--- src/rtl/mstage_lsu.sv ---
// mstage_lsu: M-stage load/store unit issuing one AXI4-Lite access per op and returning results to W.
module mstage_lsu #(
    parameter bit FAULT_ON_MISALIGN = 1'b1
) (
    input  logic        clk,
    input  logic        rst,
    input  logic        s_valid,
    output logic        s_ready,
    input  logic        mvalidM,
    input  logic        mwenM,
    input  logic [7:0]  mwmaskM,
    input  logic [2:0]  mrtypeM,
    input  logic [31:0] ALU_resultM,
    input  logic [31:0] src2M,
    input  logic [4:0]  rdM,
    input  logic [31:0] pcM,
    output logic        m_valid,
    input  logic        m_ready,
    output logic [31:0] rdataW,
    output logic [31:0] aluW,
    output logic [4:0]  rdW,
    output logic [31:0] pcW,
    output logic        fault,
    output logic [31:0] araddr,
    output logic        arvalid,
    input  logic        arready,
    input  logic [31:0] rdata,
    input  logic [1:0]  rresp,
    input  logic        rvalid,
    output logic        rready,
    output logic [31:0] awaddr,
    output logic        awvalid,
    input  logic        awready,
    output logic [31:0] wdata,
    output logic [3:0]  wstrb,
    output logic        wvalid,
    input  logic        wready,
    input  logic [1:0]  bresp,
    input  logic        bvalid,
    output logic        bready
);
    typedef enum logic [2:0] {IDLE, RADDR, RDATA, WREQ, WRESP, DONE} state_t;
    state_t state, state_nx;
    logic [31:0] src2_q;
    logic [3:0]  mask_q;
    logic [2:0]  rtype_q;
    logic        aw_done, w_done;
    logic [1:0]  in_off, off;
    logic        mis_ld, mis_st, misalign, accept;
    logic [31:0] shifted, ext;
    logic        unused;
    assign unused   = ^mwmaskM[7:4];
    assign in_off   = ALU_resultM[1:0];
    assign off      = aluW[1:0];
    assign mis_ld   = (mrtypeM == 3'd1 || mrtypeM == 3'd5) ? in_off[0] :
                      (mrtypeM == 3'd0 || mrtypeM == 3'd4) ? 1'b0 : |in_off;
    assign mis_st   = (mwmaskM[3:0] == 4'hF) ? |in_off :
                      (mwmaskM[3:0] == 4'h3) ? in_off[0] : 1'b0;
    assign misalign = FAULT_ON_MISALIGN && (mwenM ? mis_st : (mvalidM && mis_ld));
    assign accept   = s_valid && state == IDLE;
    assign s_ready  = state == IDLE;
    assign m_valid  = state == DONE;
    assign arvalid  = state == RADDR;
    assign rready   = state == RDATA;
    assign awvalid  = state == WREQ && !aw_done;
    assign wvalid   = state == WREQ && !w_done;
    assign bready   = state == WRESP;
    assign araddr   = {aluW[31:2], 2'b00};
    assign awaddr   = {aluW[31:2], 2'b00};
    assign wdata    = src2_q << {off, 3'b000};
    assign wstrb    = mask_q << off;
    assign shifted  = rdata >> {off, 3'b000};
    assign ext      = (rtype_q == 3'd0) ? {{24{shifted[7]}}, shifted[7:0]} :
                      (rtype_q == 3'd1) ? {{16{shifted[15]}}, shifted[15:0]} :
                      (rtype_q == 3'd4) ? {24'd0, shifted[7:0]} :
                      (rtype_q == 3'd5) ? {16'd0, shifted[15:0]} : shifted;
    // State register
    always_ff @(posedge clk) begin
        if (rst) state <= IDLE;
        else     state <= state_nx;
    end
    // Next-state logic; a store wins over a load, a faulting misalign skips the bus
    always_comb begin
        state_nx = state;
        case (state)
            IDLE:    if (s_valid) state_nx = misalign ? DONE : mwenM ? WREQ : mvalidM ? RADDR : DONE;
            RADDR:   if (arready) state_nx = RDATA;
            RDATA:   if (rvalid) state_nx = DONE;
            WREQ:    if ((aw_done || awready) && (w_done || wready)) state_nx = WRESP;
            WRESP:   if (bvalid) state_nx = DONE;
            DONE:    if (m_ready) state_nx = IDLE;
            default: state_nx = IDLE;
        endcase
    end
    // Operand capture, write-channel acceptance tracking and result/fault latching
    always_ff @(posedge clk) begin
        if (rst) begin
            aluW    <= '0;
            rdW     <= '0;
            pcW     <= '0;
            rdataW  <= '0;
            fault   <= 1'b0;
            src2_q  <= '0;
            mask_q  <= '0;
            rtype_q <= '0;
            aw_done <= 1'b0;
            w_done  <= 1'b0;
        end else begin
            if (accept) begin
                aluW    <= ALU_resultM;
                rdW     <= rdM;
                pcW     <= pcM;
                src2_q  <= src2M;
                mask_q  <= mwmaskM[3:0];
                rtype_q <= mrtypeM;
                rdataW  <= '0;
                fault   <= misalign;
                aw_done <= 1'b0;
                w_done  <= 1'b0;
            end
            if (awvalid && awready) aw_done <= 1'b1;
            if (wvalid && wready) w_done <= 1'b1;
            if (state == RDATA && rvalid) begin
                fault  <= rresp != 2'b00;
                rdataW <= (rresp != 2'b00) ? 32'd0 : ext;
            end
            if (state == WRESP && bvalid) fault <= bresp != 2'b00;
        end
    end
endmodule

--- config.mk ---
export PLATFORM = sky130hd
export DESIGN_NAME = mstage_lsu
export DESIGN_NICKNAME = d
export VERILOG_FILES = /design/src/rtl/mstage_lsu.sv
export SDC_FILE = /design/constraint.sdc
export NUM_CORES = 1
export LEC_CHECK = 0
export BUFFER_PORTS_ARGS = -buffer_cell sky130_fd_sc_hd__buf_2
export CAP_MARGIN = 20
export CORE_MARGIN = 5
export CORE_UTILIZATION = 40
export CTS_CLUSTER_DIAMETER = 60
export CTS_CLUSTER_SIZE = 8
export DETAILED_ROUTE_END_ITERATION = 7
export GPL_TIMING_DRIVEN = 1
export PLACE_DENSITY = 0.76
export SLEW_MARGIN = 20
export SYNTH_ARGS = -nofsm -noshare
export SYNTH_HDL_FRONTEND = slang
export SYNTH_SLANG_ARGS = --single-unit
--- constraint.sdc ---
create_clock -name clk -period 1.7 [get_ports clk]
set_input_delay 0.255 -clock clk [delete_from_list [all_inputs] [get_ports clk]]
set_output_delay 0.255 -clock clk [all_outputs]
set_load 0.1 [all_outputs]
Yosys cells after proc, flatten, opt, wreduce, memory -nomap -nowiden
Index checks and enable logic that the tools add are counted.
{"block": "totals", "out_inout_bits": 209, "word_cells": 87, "inputBits": 159, "reg_bits": 146}
{"block": "classes", "shifts": 3, "muxes": 28, "eq_ne": 19, "reduce_logical": 26}
{"op": "$mux W32", "n": 7}
{"op": "$shl A32 B5 Y32", "n": 1}
{"op": "$shr A32 B5 Y32", "n": 1}
{"op": "$mux W3", "n": 9}
{"op": "$eq A3 B3 Y1 const B", "n": 6}
{"op": "$pmux W3 S6", "n": 1}
{"op": "$mux W1", "n": 11}
{"op": "$reduce_bool A2 Y1", "n": 5}
{"op": "$eq A3 B1 Y1 const B", "n": 3}
{"op": "$logic_and A1 B1 Y1", "n": 9}
{"op": "$logic_not A3 Y1", "n": 3}
{"op": "$eq A3 B2 Y1 const B", "n": 2}
{"op": "$ne A2 B1 Y1 const B", "n": 3}
{"op": "$ne A2 B2 Y1 const B", "n": 3}
{"op": "$reduce_and A6 Y1", "n": 1}
{"op": "$eq A4 B2 Y1 const B", "n": 1}
{"op": "$eq A4 B4 Y1 const B", "n": 1}
{"op": "$logic_or A1 B1 Y1", "n": 4}
{"op": "$shl A4 B2 Y4", "n": 1}
{"op": "$reduce_bool A3 Y1", "n": 1}
{"op": "$logic_not A1 Y1", "n": 2}
{"op": "$reduce_or A2 Y1", "n": 1}

Longest topological paths before layout
Gate-level depths: netlist of the first run.
{"block": "depth", "ltp_word": 9, "ltp_mapped": 8, "depth_no_buf": 4}

Least setup slack after synthesis of the first run
No wires, ideal clock.
{"block": "synth_path", "kind": "flip-flop to output port", "from": "register aluW[1]", "to": "output wdata[16]", "stages_incl_launch_ff": 6, "required_time_ns": 1.445, "t_arrival_ns": 3.995, "n_path_buf": 3, "slack_ns": -2.550, "cell_sequence": "dfxtp_1 -> buf_2 -> buf_2 -> buf_2 -> mux2i_1 -> o21ai_0"}
{"block": "synth_via", "elab_chain_len": 1}
{"element": "from (decl)", "line": "20", "rtl": "output logic [31:0] aluW,"}
{"element": "from (signal assigned)", "line": "110", "rtl": "aluW <= ALU_resultM;"}
{"element": "$shl A32 B5 Y32", "line": "70", "rtl": "assign wdata = src2_q << {off, 3'b000};"}
{"element": "to (decl)", "line": "34", "rtl": "output logic [31:0] wdata,"}
Every way passes these cells.

Final worst setup path of the first run
{"block": "layout_path", "from": "register aluW[1]", "to": "output wdata[25]"}
Same word-level chain as after synthesis.

==> impl_metrics.prom, run 1 <==
# TYPE chip_impl_metric gauge
chip_impl_info{name="run_status",value="complete, but fails checks"} 1
chip_impl_info{name="violations",value="setup timing"} 1
chip_impl_metric{name="drt_pre_antenna_iters",unit=""} 7
chip_impl_metric{name="global_route.usage.total",unit="%"} 23.5
chip_impl_metric{name="fin_ws",unit="ns"} -0.303
chip_impl_metric{name="grt_pass1_vias",unit=""} 7114
chip_impl_metric{name="routabilityCongestion",unit=""} 0.929
chip_impl_metric{name="dr_drc_count",unit=""} 0
chip_impl_metric{name="route.vias.total",unit=""} 7847
chip_impl_info{name="worst_min_path_class",value="primary input to register"} 1
chip_impl_metric{name="static_power_due_to_leakage",unit="nW"} 5.16
chip_impl_metric{name="worst_slew_pin_slew",unit="ns"} 0.523
chip_impl_metric{name="number_of_antenna_violations_at_the_first_check_in_global_routing",unit=""} 1
chip_impl_metric{name="ys_ff_latch",unit=""} 146
chip_impl_metric{name="ys_seq_area_share",unit="%"} 41.8
chip_impl_metric{name="min_path_cells",unit=""} 3
chip_impl_metric{name="rows",unit=""} 48
chip_impl_metric{name="setup_skew",unit="ns"} 0.00769
chip_impl_metric{name="floorplan.die.width",unit="µm"} 142
chip_impl_info{name="cts_tree",value="yes"} 1
chip_impl_metric{name="design_power_total",unit="mW"} 23.3
chip_impl_metric{name="worst_ep_arrival",unit="ns"} 1.75
chip_impl_metric{name="place_hpwl",unit="µm"} 18200
chip_impl_metric{name="yosys_warnings",unit=""} 0
chip_impl_metric{name="clock_sinks",unit=""} 146
chip_impl_metric{name="max_cap_viol_count",unit=""} 0
chip_impl_metric{name="total_congestion_overflow",unit=""} 0
chip_impl_metric{name="r2r.worst_path.cells",unit=""} 7
chip_impl_metric{name="count_of_pins_on_the_block_boundary",unit=""} 368
chip_impl_info{name="synthFlopType",value="dfxtp_1"} 1
chip_impl_metric{name="wire_per_inst",unit="µm"} 19.6
chip_impl_metric{name="layout.core_utilization",unit="%"} 68.6
chip_impl_metric{name="layout-drive-gt1-share",unit="%"} 51.9
chip_impl_metric{name="cp_max_fo",unit=""} 8
chip_impl_metric{name="max_slew_margin",unit="%"} 65.0
chip_impl_metric{name="netlist_area",unit="µm²"} 6990
chip_impl_metric{name="grt_start_max_net_pins",unit=""} 71
chip_impl_metric{name="final_max_slew_viol_count",unit=""} 0
chip_impl_metric{name="htreeDepth",unit=""} 4
chip_impl_metric{name="mean_syn_cell_area",unit="µm²"} 7.91
chip_impl_metric{name="power-per-cell-area",unit="nW/µm²"} 1970
chip_impl_metric{name="final_period_utilization",unit="%"} 118
chip_impl_metric{name="core-area",unit="µm²"} 17200
chip_impl_metric{name="top_achievable_clock_speed",unit="MHz"} 499
chip_impl_info{name="synthTopCellsByArea",value="dfxtp_1, nand2_1, a21oi_1, buf_4, mux2i_1"} 1
chip_impl_info{name="crit_path_end_kind",value="output port"} 1
chip_impl_metric{name="max-vdd-ir-drop",unit="mV"} 2.08
chip_impl_metric{name="synth-async-reset-ratio",unit="%"} 0
chip_impl_info{name="cp-start-kind",value="register"} 1
chip_impl_metric{name="fin_crit",unit="ns"} 2.00
chip_impl_metric{name="clock_slew_at_reported_path_ffs",unit="ns"} 0.07
chip_impl_metric{name="synth_largest_type_area_fraction",unit="%"} 41.8
chip_impl_metric{name="syn_inst",unit=""} 883
chip_impl_metric{name="syn_to_final_growth",unit="%"} 69.2
chip_impl_metric{name="worstSkewPairLatency",unit="ns"} 0.42
chip_impl_metric{name="port_buffers",unit=""} 359
chip_impl_metric{name="fp.dieArea",unit="µm²"} 20200
chip_impl_metric{name="numCtsBuffers",unit=""} 17
chip_impl_metric{name="drtAntennaViolNets",unit=""} 0
chip_impl_metric{name="finalNetCount",unit=""} 1384
chip_impl_metric{name="buffer_levels_on_the_longest_clock_path",unit=""} 2
chip_impl_metric{name="drt-initial-drc-count",unit=""} 507
chip_impl_metric{name="grt_first_pass_wirelength",unit="µm"} 38100
chip_impl_info{name="critical_path_class",value="register to output port"} 1
chip_impl_metric{name="fin_hold_ws",unit="ns"} 0.0671
chip_impl_info{name="unrepaired_setup_endpoints_after_global_routing",value="true"} 1
chip_impl_metric{name="synth-edff-count",unit=""} 0
chip_impl_metric{name="post_synth_num_cell_types",unit=""} 50
chip_impl_metric{name="drt_wl_total",unit="µm"} 28700
chip_impl_metric{name="viasPerCell",unit=""} 5.36
chip_impl_metric{name="die_height",unit="µm"} 142
chip_impl_metric{name="final_hold_viol_count",unit=""} 0
chip_impl_metric{name="timing.critical_path.required",unit="ns"} 1.44
chip_impl_metric{name="setup_viol_count_final",unit=""} 100
chip_impl_info{name="clock-root-buffer",value="clkbuf_16"} 1
chip_impl_metric{name="initial_core_util",unit="%"} 40.5
chip_impl_info{name="synthDominantAreaCellType",value="dfxtp_1"} 1
## where the power goes
part           internal, mW  total [mW]  switching, mW
combinational          4.66        14.9           10.2
clock                  2.26        3.88           1.63
sequential             3.99        4.57          0.579
## what timing repair did
| item | 4_1_cts | 5_1_grt |
|---|---|---|
| setup endpoints to repair | 52 | 182 |
| hold buffers | 0 | 0 |
| resized for setup | 52 | 90 |
| buffers inserted | 19 | 15 |
| pin swaps | 18 | 55 |
| cloned | 3 | 22 |
## critical path, stage by stage, from the launching register on
cell and delay, ns:
dfxtp_4 0.49, buf_12 0.18, mux2i_4 0.36, a21oi_4 0.11
buf_12 0.17
## logic make-up after synthesis
kind of cell	count (synthesis)	share of synthesized area [%]
flops	146	41.8
xor+xnor	1	0.125
simple gates	319	19.7
compound gates	239	20.5
mux	40	6.07
buf+inv	137	11.6
other cells	1	0.0537
## synth_stat cells (11+ instances only)
library cell and n:
nand2_1 235, buf_4 69, nor2b_1 19, buf_2 25, mux2i_1 30, a21oi_1 147
a211oi_1 18, a22oi_1 11, dfxtp_1 146, o21ai_0 20, and2_1 13, nor2_1 29
clkbuf_1 38
## sequential cells by signal, summed over array words and instances, names as in the netlist
| signal | cells |
|---|---|
| mask_q | 4 |
| rdW | 5 |
| w_done | 1 |
| aw_done | 1 |
| src2_q | 32 |
| pcW | 32 |
| rtype_q | 3 |
| fault | 1 |
| state | 3 |
| aluW | 32 |
| rdataW | 32 |
## layer usage
layer / vias to the layer above / track usage [%] / wire length (µm)
li1: 3637 / - / -
met1: 3684 / 29.1 / 11200
met2: 441 / 38.6 / 13800
met3: 85 / 6.96 / 2650
met4: 0 / 9.09 / 980
met5: - / 0 / 0
## layout make-up
cell class,count,area (µm²)
fillers,1255,5420
multi-input cells,605,4180
repair buffers,451,3790
flip-flops and latches,146,2940
clock buffers,18,439
well taps,225,282
clock inverters,14,168
inverters,4,18.8
diodes,1,2.50
## per-stage QoR
step / std cells / TNS (ns) / instance area [µm²] / setup WS, ns
final: 1464 / -11.40 / 11800 / -0.303
after floorplan: 886 / -51.99 / 7770 / -0.402
after global placement: 1373 / 0 / 9840 / 0.00910
after detailed placement: 1373 / -0.0581 / 9840 / -0.0321
after global routing: 1464 / -19.49 / 11800 / -0.339
after CTS: 1426 / -8.65 / 10900 / -0.278
## placed cells by master, fill, tap and decap left out, drive strengths merged, types with 7 or more instances in the layout
master | Yosys | final
nand2 | 235 | 237
nor2 | 29 | 29
a21oi | 147 | 147
a211oi | 18 | 18
a22o | 9 | 9
a22oi | 11 | 11
o21ai | 20 | 20
clkbuf | 38 | 30
and2 | 13 | 13
a211o | 7 | 7
inv | 4 | 11
a32oi | 7 | 7
buf | 95 | 439
o2bb2ai | 8 | 8
nor2b | 19 | 19
dfxtp | 146 | 146
mux2i | 30 | 30
mux2 | 9 | 9
## final timing paths
kind | end | start | slack (ns)
setup / recovery | wdata[25] | aluW[1]$_SDFFE_PP0P_ | -0.30
hold / removal | pcW[21]$_SDFFE_PP0P_ | pcM[21] | 0.07
setup reg to reg | rdataW[9]$_SDFFE_PP0P_ | aluW[1]$_SDFFE_PP0P_ | -0.24
hold reg to reg | pcW[17]$_SDFFE_PP0P_ | pcW[17]$_SDFFE_PP0P_ | 0.45
Note: power is estimated with default switching activity, not from simulation.
==> run 2, diff against run 1 <==
Settings changed: CORE_ASPECT_RATIO set to 0.75.
==> run 2 against run 1 <==
The run still ends with setup timing left. Clock power shrank 4%. First-iteration DRC count grew 8.9%. Power shrank 4.0%. Sequential power barely moved. Non-clock buffer count is 14 lower. Hold slack gained 0.0019 ns. Combinational power shrank 5%. Cell count shrank 0.27%. Die area rose by 0.14%. Highest routed layer is now met5.
==> impl_metrics.prom, run 2 (synthesis gave the netlist of run 1 again) <==
# TYPE chip_impl_metric gauge
chip_impl_metric{name="viasPerCell",unit=""} 5.24
chip_impl_metric{name="static_power_due_to_leakage",unit="nW"} 4.98
chip_impl_metric{name="die_height",unit="µm"} 124
chip_impl_metric{name="drt_wl_total",unit="µm"} 27500
chip_impl_info{name="unrepaired_setup_endpoints_after_global_routing",value="true"} 1
chip_impl_info{name="crit_start",value="aluW[1]$_SDFFE_PP0P_"} 1
chip_impl_metric{name="htreeDepth",unit=""} 4
chip_impl_metric{name="routabilityCongestion",unit=""} 0.902
chip_impl_metric{name="total_congestion_overflow",unit=""} 0
chip_impl_metric{name="slowest_delay",unit="ns"} 0.45
chip_impl_metric{name="route.vias.total",unit=""} 7655
chip_impl_metric{name="finalNetCount",unit=""} 1368
chip_impl_metric{name="design_power_total",unit="mW"} 22.4
chip_impl_info{name="critical_path_class",value="register to output port"} 1
chip_impl_info{name="cell_with_the_biggest_individual_delay_on_the_critical_path",value="dfxtp_4"} 1
chip_impl_metric{name="fin_crit",unit="ns"} 1.94
chip_impl_metric{name="max_cap_viol_count",unit=""} 0
chip_impl_metric{name="global_route.usage.total",unit="%"} 24.0
chip_impl_metric{name="final_period_utilization",unit="%"} 114
chip_impl_info{name="final_common_cell",value="buf_2"} 1
chip_impl_metric{name="layout.core_utilization",unit="%"} 67.7
chip_impl_metric{name="drtAntennaViolNets",unit=""} 0
chip_impl_metric{name="clock_slew_at_reported_path_ffs",unit="ns"} 0.06
chip_impl_info{name="clock-root-buffer",value="clkbuf_16"} 1
chip_impl_metric{name="layout-drive-gt1-share",unit="%"} 48.3
chip_impl_metric{name="rows",unit=""} 41
chip_impl_metric{name="port_buffers",unit=""} 359
chip_impl_info{name="most_used_cells_in_the_layout_excluding_fill_and_tap_cells",value="buf_2, nand2_1, dfxtp_1"} 1
chip_impl_metric{name="count_of_pins_on_the_block_boundary",unit=""} 368
chip_impl_metric{name="timing.critical_path.required",unit="ns"} 1.44
chip_impl_metric{name="number_of_antenna_violations_at_the_first_check_in_global_routing",unit=""} 3
chip_impl_metric{name="fp.dieArea",unit="µm²"} 20200
chip_impl_metric{name="wire_per_inst",unit="µm"} 18.8
chip_impl_metric{name="drt-initial-drc-count",unit=""} 552
chip_impl_metric{name="final_max_slew_viol_count",unit=""} 0
chip_impl_info{name="worst_min_path_class",value="primary input to register"} 1
chip_impl_info{name="violations",value="setup timing"} 1
chip_impl_metric{name="grt_start_max_net_pins",unit=""} 58
chip_impl_metric{name="setup_viol_count_final",unit=""} 58
chip_impl_metric{name="initial_core_util",unit="%"} 41.1
chip_impl_metric{name="syn_to_final_growth",unit="%"} 64.5
chip_impl_metric{name="max-vdd-ir-drop",unit="mV"} 1.34
chip_impl_metric{name="worst_ep_arrival",unit="ns"} 1.68
chip_impl_info{name="holdCritStartpoint",value="pcM[21]"} 1
chip_impl_metric{name="fillers",unit=""} 1267
chip_impl_metric{name="hold_buffers",unit=""} 0
chip_impl_metric{name="cp_max_fo",unit=""} 10
chip_impl_info{name="run_status",value="complete, but fails checks"} 1
chip_impl_info{name="crit_path_end_kind",value="output port"} 1
chip_impl_info{name="reg2reg_launch_point",value="aluW[0]$_SDFFE_PP0P_"} 1
chip_impl_metric{name="worst-r2r-setup-slack",unit="ns"} -0.20
chip_impl_metric{name="drt_pre_antenna_iters",unit=""} 5
chip_impl_metric{name="place_hpwl",unit="µm"} 18400
chip_impl_metric{name="top_achievable_clock_speed",unit="MHz"} 516
chip_impl_metric{name="setup_skew",unit="ns"} 0.0115
chip_impl_metric{name="final_hold_viol_count",unit=""} 0
chip_impl_metric{name="fin_hold_ws",unit="ns"} 0.0690
chip_impl_metric{name="core-area",unit="µm²"} 17000
chip_impl_metric{name="clock_sinks",unit=""} 146
chip_impl_metric{name="power-per-cell-area",unit="nW/µm²"} 1950
chip_impl_metric{name="floorplan.die.width",unit="µm"} 163
chip_impl_metric{name="numCtsBuffers",unit=""} 17
chip_impl_metric{name="buffer_levels_on_the_longest_clock_path",unit=""} 2
chip_impl_info{name="cp-start-kind",value="register"} 1
chip_impl_info{name="timing.critical_path.mode_cell",value="buf_12"} 1
chip_impl_metric{name="worstSkewPairLatency",unit="ns"} 0.42
chip_impl_info{name="crit_chain",value="buf_12 -> mux2i_4 -> o21ai_4 -> buf_12"} 1
chip_impl_metric{name="grt_first_pass_wirelength",unit="µm"} 39000
chip_impl_metric{name="worst_slew_pin_slew",unit="ns"} 0.561
chip_impl_metric{name="max_slew_margin",unit="%"} 62.4
chip_impl_info{name="cts_tree",value="yes"} 1
chip_impl_metric{name="fin_ws",unit="ns"} -0.237
chip_impl_metric{name="setup_total_negative_slack",unit="ns"} -9.58
chip_impl_metric{name="dr_drc_count",unit=""} 0
chip_impl_metric{name="grt_pass1_vias",unit=""} 7204
## run 2: cell type report
class	instances	area, µm²	share of cell area, %
Timing Repair Buffer	437	3620	31.5
Inverter	4	18.8	0.163
Multi-Input combinational cell	603	4030	35.1
Sequential cell	146	2940	25.6
Tap cell	236	295	2.57
Clock inverter	12	133	1.15
Antenna cell	2	5.00	0.0436
Clock buffer	20	447	3.89
## run 2: path summary, 6_finish.rpt
path | end | cells after the start
setup / recovery | wdata[21] | 4
hold / removal | pcW[21]$_SDFFE_PP0P_ | 3
hold reg to reg | pcW[31]$_SDFFE_PP0P_ | 2
setup reg to reg | rdataW[19]$_SDFFE_PP0P_ | 5
## run 2: power breakdown
part	switching, mW	internal [mW]
logic	9.84	4.23
clock network	1.51	2.20
registers	0.602	3.99
total	12.0	10.4
## run 2: worst max-delay path: cells and delay by family, from the launching register on
family,cells,cell delay [ns]
buf+inv,2,0.36
compound gates,1,0.11
flops,1,0.45
mux,1,0.34
## run 2: timing repair
item / in CTS / in global routing
buffers inserted: 15 / 15
pin swaps: 7 / 26
setup endpoints to repair: 50 / 89
resized for setup: 42 / 41
cloned: 4 / 8
## run 2: routing by layer
metal  share of wire (%)  track usage, %  vias to the layer above
met5               0.025               0                        -
met4                 2.8            7.05                        2
met3                 8.8            7.11                       65
met2                  48            40.1                      385
met1                  40            30.0                     3615
li1                    -               -                     3588
## run 2: stage by stage
step / instance area, µm² / worst slack, ns / instances
4_1_cts: 10900 / -0.207 / 1435
3_3_place_gp: 9900 / -0.0164 / 1384
5_1_grt: 11500 / -0.287 / 1460
6_report: 11500 / -0.237 / 1460
3_5_place_dp: 9900 / -0.0158 / 1384
2_1_floorplan: 7770 / -0.402 / 886
==> run 3, diff against run 2 <==
Settings changed: ABC_AREA set to 1, PLACE_DENSITY 0.76 to 0.75.
==> run 3 against run 2 <==
The run still ends with setup timing left. Sequential share of layout area shrank 0.29 points. Global-route usage grew 0.88 points. Sequential power rose by 2%. First-iteration DRC count increased by 2.4%. Register-to-register slack better by 0.20 ns. Critical path depth increased by 2. Clock-buffer cell count fell by 3.
==> impl_metrics.prom, run 3 <==
# TYPE chip_impl_metric gauge
chip_impl_metric{name="max_slew_margin",unit="%"} 61.0
chip_impl_metric{name="timing.critical_path.required",unit="ns"} 1.44
chip_impl_metric{name="fp.dieArea",unit="µm²"} 21000
chip_impl_metric{name="worst_slew_pin_slew",unit="ns"} 0.585
chip_impl_info{name="most_used_cells_in_the_layout_excluding_fill_and_tap_cells",value="buf_2, nand2_1, dfxtp_1"} 1
chip_impl_info{name="cell_type_group_with_the_largest_total_delay_on_the_critical_path",value="buffers and inverters"} 1
chip_impl_info{name="cell_with_the_biggest_individual_delay_on_the_critical_path",value="dfxtp_4"} 1
chip_impl_metric{name="core-area",unit="µm²"} 17800
chip_impl_metric{name="worstSkewPairLatency",unit="ns"} 0.41
chip_impl_metric{name="fin_ws",unit="ns"} -0.199
chip_impl_metric{name="numCtsBuffers",unit=""} 17
chip_impl_metric{name="final_hold_viol_count",unit=""} 0
chip_impl_metric{name="drt-initial-drc-count",unit=""} 565
chip_impl_metric{name="fillers",unit=""} 1461
chip_impl_metric{name="combinationalPowerShare",unit="%"} 69.4
chip_impl_metric{name="buffer_levels_on_the_longest_clock_path",unit=""} 2
chip_impl_metric{name="total_congestion_overflow",unit=""} 0
chip_impl_info{name="crit_chain",value="inv_8 -> buf_12 -> o21ai_4 -> a21oi_2 -> a21oi_4 -> buf_12"} 1
chip_impl_info{name="synthTopCellsByArea",value="dfxtp_1, a21oi_1, nand2_1, nand3_1, buf_4"} 1
chip_impl_metric{name="setup_viol_count_final",unit=""} 36
chip_impl_metric{name="die_height",unit="µm"} 127
chip_impl_info{name="clock-root-buffer",value="clkbuf_16"} 1
chip_impl_metric{name="port_buffers",unit=""} 359
chip_impl_metric{name="route.vias.total",unit=""} 8337
chip_impl_metric{name="count_of_pins_on_the_block_boundary",unit=""} 368
chip_impl_metric{name="p_int",unit="mW"} 11.9
chip_impl_metric{name="initial_core_util",unit="%"} 41.0
chip_impl_metric{name="fin_crit",unit="ns"} 1.90
chip_impl_metric{name="ys_seq_area_share",unit="%"} 40.1
chip_impl_metric{name="synth-edff-count",unit=""} 0
chip_impl_metric{name="viasPerCell",unit=""} 5.15
chip_impl_metric{name="finalNetCount",unit=""} 1520
chip_impl_info{name="worst_min_path_class",value="primary input to register"} 1
chip_impl_metric{name="final_period_utilization",unit="%"} 112
chip_impl_metric{name="power-per-cell-area",unit="nW/µm²"} 2390
chip_impl_info{name="crit_path_end_kind",value="output port"} 1
chip_impl_metric{name="dr_drc_count",unit=""} 0
chip_impl_metric{name="global_route.usage.total",unit="%"} 24.9
chip_impl_metric{name="layout-drive-gt1-share",unit="%"} 43.4
chip_impl_metric{name="number_of_antenna_violations_at_the_first_check_in_global_routing",unit=""} 7
chip_impl_metric{name="worst_ep_arrival",unit="ns"} 1.64
chip_impl_info{name="timing.critical_path.mode_cell",value="buf_12"} 1
chip_impl_metric{name="syn_to_final_growth",unit="%"} 59.5
chip_impl_metric{name="setup_slack_after_placement",unit="ns"} 0.0111
chip_impl_metric{name="mean_syn_cell_area",unit="µm²"} 6.85
chip_impl_metric{name="drt_wl_total",unit="µm"} 28500
chip_impl_info{name="synthDominantAreaCellType",value="dfxtp_1"} 1
chip_impl_metric{name="setup_skew",unit="ns"} 0.00836
chip_impl_info{name="final_common_cell",value="buf_2"} 1
chip_impl_metric{name="grt_first_pass_wirelength",unit="µm"} 42600
chip_impl_metric{name="netlist_area",unit="µm²"} 7280
chip_impl_info{name="synthMostInstantiatedCell",value="nand2_1"} 1
chip_impl_info{name="violations",value="setup timing"} 1
chip_impl_info{name="cts_tree",value="yes"} 1
chip_impl_metric{name="grt_start_max_net_pins",unit=""} 73
chip_impl_info{name="unrepaired_setup_endpoints_after_global_routing",value="true"} 1
chip_impl_metric{name="synth-async-reset-ratio",unit="%"} 0
chip_impl_metric{name="routabilityCongestion",unit=""} 0.881
chip_impl_info{name="synth_commonest_cells",value="nand2_1, a21oi_1, dfxtp_1"} 1
chip_impl_info{name="run_status",value="complete, but fails checks"} 1
chip_impl_metric{name="final_max_slew_viol_count",unit=""} 0
chip_impl_metric{name="power_switching_share",unit="%"} 57.2
chip_impl_metric{name="rows",unit=""} 42
chip_impl_metric{name="critPathBufInv",unit=""} 3
chip_impl_info{name="cp-start-kind",value="register"} 1
chip_impl_metric{name="synth_largest_type_area_fraction",unit="%"} 40.1
chip_impl_metric{name="post_synth_num_cell_types",unit=""} 31
chip_impl_metric{name="syn_inst",unit=""} 1063
chip_impl_metric{name="power.sequential.fraction",unit="%"} 16.8
chip_impl_metric{name="ys_ff_latch",unit=""} 146
chip_impl_metric{name="max-vdd-ir-drop",unit="mV"} 2.53
chip_impl_metric{name="layout.core_utilization",unit="%"} 65.4
chip_impl_metric{name="fin_hold_ws",unit="ns"} 0.0999
chip_impl_metric{name="clock_slew_at_reported_path_ffs",unit="ns"} 0.07
chip_impl_metric{name="static_power_due_to_leakage",unit="nW"} 5.26
chip_impl_metric{name="wire_per_inst",unit="µm"} 17.6
chip_impl_info{name="critical_path_class",value="register to output port"} 1
chip_impl_metric{name="place_hpwl",unit="µm"} 18700
chip_impl_metric{name="slowest_delay",unit="ns"} 0.40
chip_impl_metric{name="drt_pre_antenna_iters",unit=""} 5
chip_impl_metric{name="clock_sinks",unit=""} 146
chip_impl_metric{name="share_clk_of_total_power",unit="%"} 13.8
chip_impl_metric{name="drtAntennaViolNets",unit=""} 0
chip_impl_info{name="synthFlopType",value="dfxtp_1"} 1
chip_impl_metric{name="net-switching-power",unit="mW"} 15.9
chip_impl_metric{name="cp_max_fo",unit=""} 9
chip_impl_metric{name="floorplan.die.width",unit="µm"} 166
chip_impl_metric{name="hold_buffers",unit=""} 0
chip_impl_metric{name="yosys_warnings",unit=""} 0
chip_impl_metric{name="grt_pass1_vias",unit=""} 8039
chip_impl_metric{name="max_cap_viol_count",unit=""} 0
chip_impl_metric{name="htreeDepth",unit=""} 4
chip_impl_metric{name="top_achievable_clock_speed",unit="MHz"} 527
-- run 3: cell types whose count changed after synthesis, sizes merged, moves of 9 or more --
cell,change
a22oi,-11
nor2b,-19
mux2i,-30
nand3,+106
a211oi,-18
and2,-13
inv,+60
nand2,-21
o21ai,+77
a21oi,+20
buf,+11
nor2,+69
a22o,-9
mux2,-9
-- run 3: power by group through the flow --
| stage | Sequential [mW] | Combinational, mW | Clock [mW] |
|---|---|---|---|
| after global routing | 4.76 | 20.0 | 4.07 |
| after global placement | 4.61 | 17.1 | 0 |
| after CTS | 4.63 | 18.6 | 3.90 |
| final | 4.67 | 19.3 | 3.82 |
| after floorplan | 7.17 | 11.0 | 0 |
| after detailed placement | 4.64 | 17.2 | 0 |
-- run 3: routing by layer --
metal / GRT usage, % / part of all wire [%]
met5: 0 / 0.22
met4: 6.94 / 2.0
met3: 9.21 / 9.7
met2: 40.5 / 48
met1: 31.3 / 40
-- run 3: logic make-up (layout without fill, tap and decap cells) --
group,count (synthesis),count (layout),share of synthesized area (%)
flops,146,146,40.1
simple gates,433,434,25.2
buf+inv,207,514,15.1
compound gates,276,276,19.6
other cells,1,6,0.0515
-- run 3: through the flow --
step                      instances  cell area, µm²  TNS (ns)  total power, mW
final                          1618           11600     -4.13             27.8
after global routing           1616           11600     -7.87             28.8
after CTS                      1609           11300     -4.68             27.2
after detailed placement       1551           10100         0             21.8
after global placement         1551           10100         0             21.7
after floorplan                1066            7940     -9.72             18.1
-- run 3: final cells by class --
| cell class | instances | area (µm²) | share of cell area (%) |
|---|---|---|---|
| antenna | 2 | 5.00 | 0.0431 |
| clock buffer | 17 | 425 | 3.66 |
| clock inverter | 15 | 170 | 1.46 |
| inverter | 64 | 275 | 2.37 |
| multi-input combinational | 714 | 4140 | 35.6 |
| sequential | 146 | 2940 | 25.3 |
| tap | 242 | 303 | 2.61 |
| timing repair buffer | 417 | 3350 | 28.9 |
| timing repair inverter | 1 | 8.76 | 0.0754 |
-- run 3: path summary, 6_finish.rpt --
check                                          start  slack [ns]                      to  cells past startpoint
worst max-delay path            aluW[0]$_SDFFE_PP0P_       -0.20               wdata[31]                      6
worst min-delay path                  ALU_resultM[2]         0.1    aluW[2]$_SDFFE_PP0P_                      3
worst max register to register  aluW[0]$_SDFFE_PP0P_           0  rdataW[8]$_SDFFE_PP0P_                     10
worst min register to register  pcW[20]$_SDFFE_PP0P_        0.46    pcW[20]$_SDFFE_PP0P_                      2
-- run 3: worst reg2reg max path, delay by kind of cell, from the launching register on --
family / cells / cell delay (ns)
AO/OA/AOI/OAI: 3 / 0.45
buffers and inverters: 4 / 0.53
flip-flops: 1 / 0.37
AND/OR/NAND/NOR: 3 / 0.22
-- run 3: what timing repair did --
item / 4_1_cts / 5_1_grt
cloned: 11 / 3
setup endpoints to repair: 40 / 74
pin swaps: 26 / 24
buffers inserted: 15 / 6
endpoints found under the hold margin: 0 / 0
gates resized for setup: 77 / 54
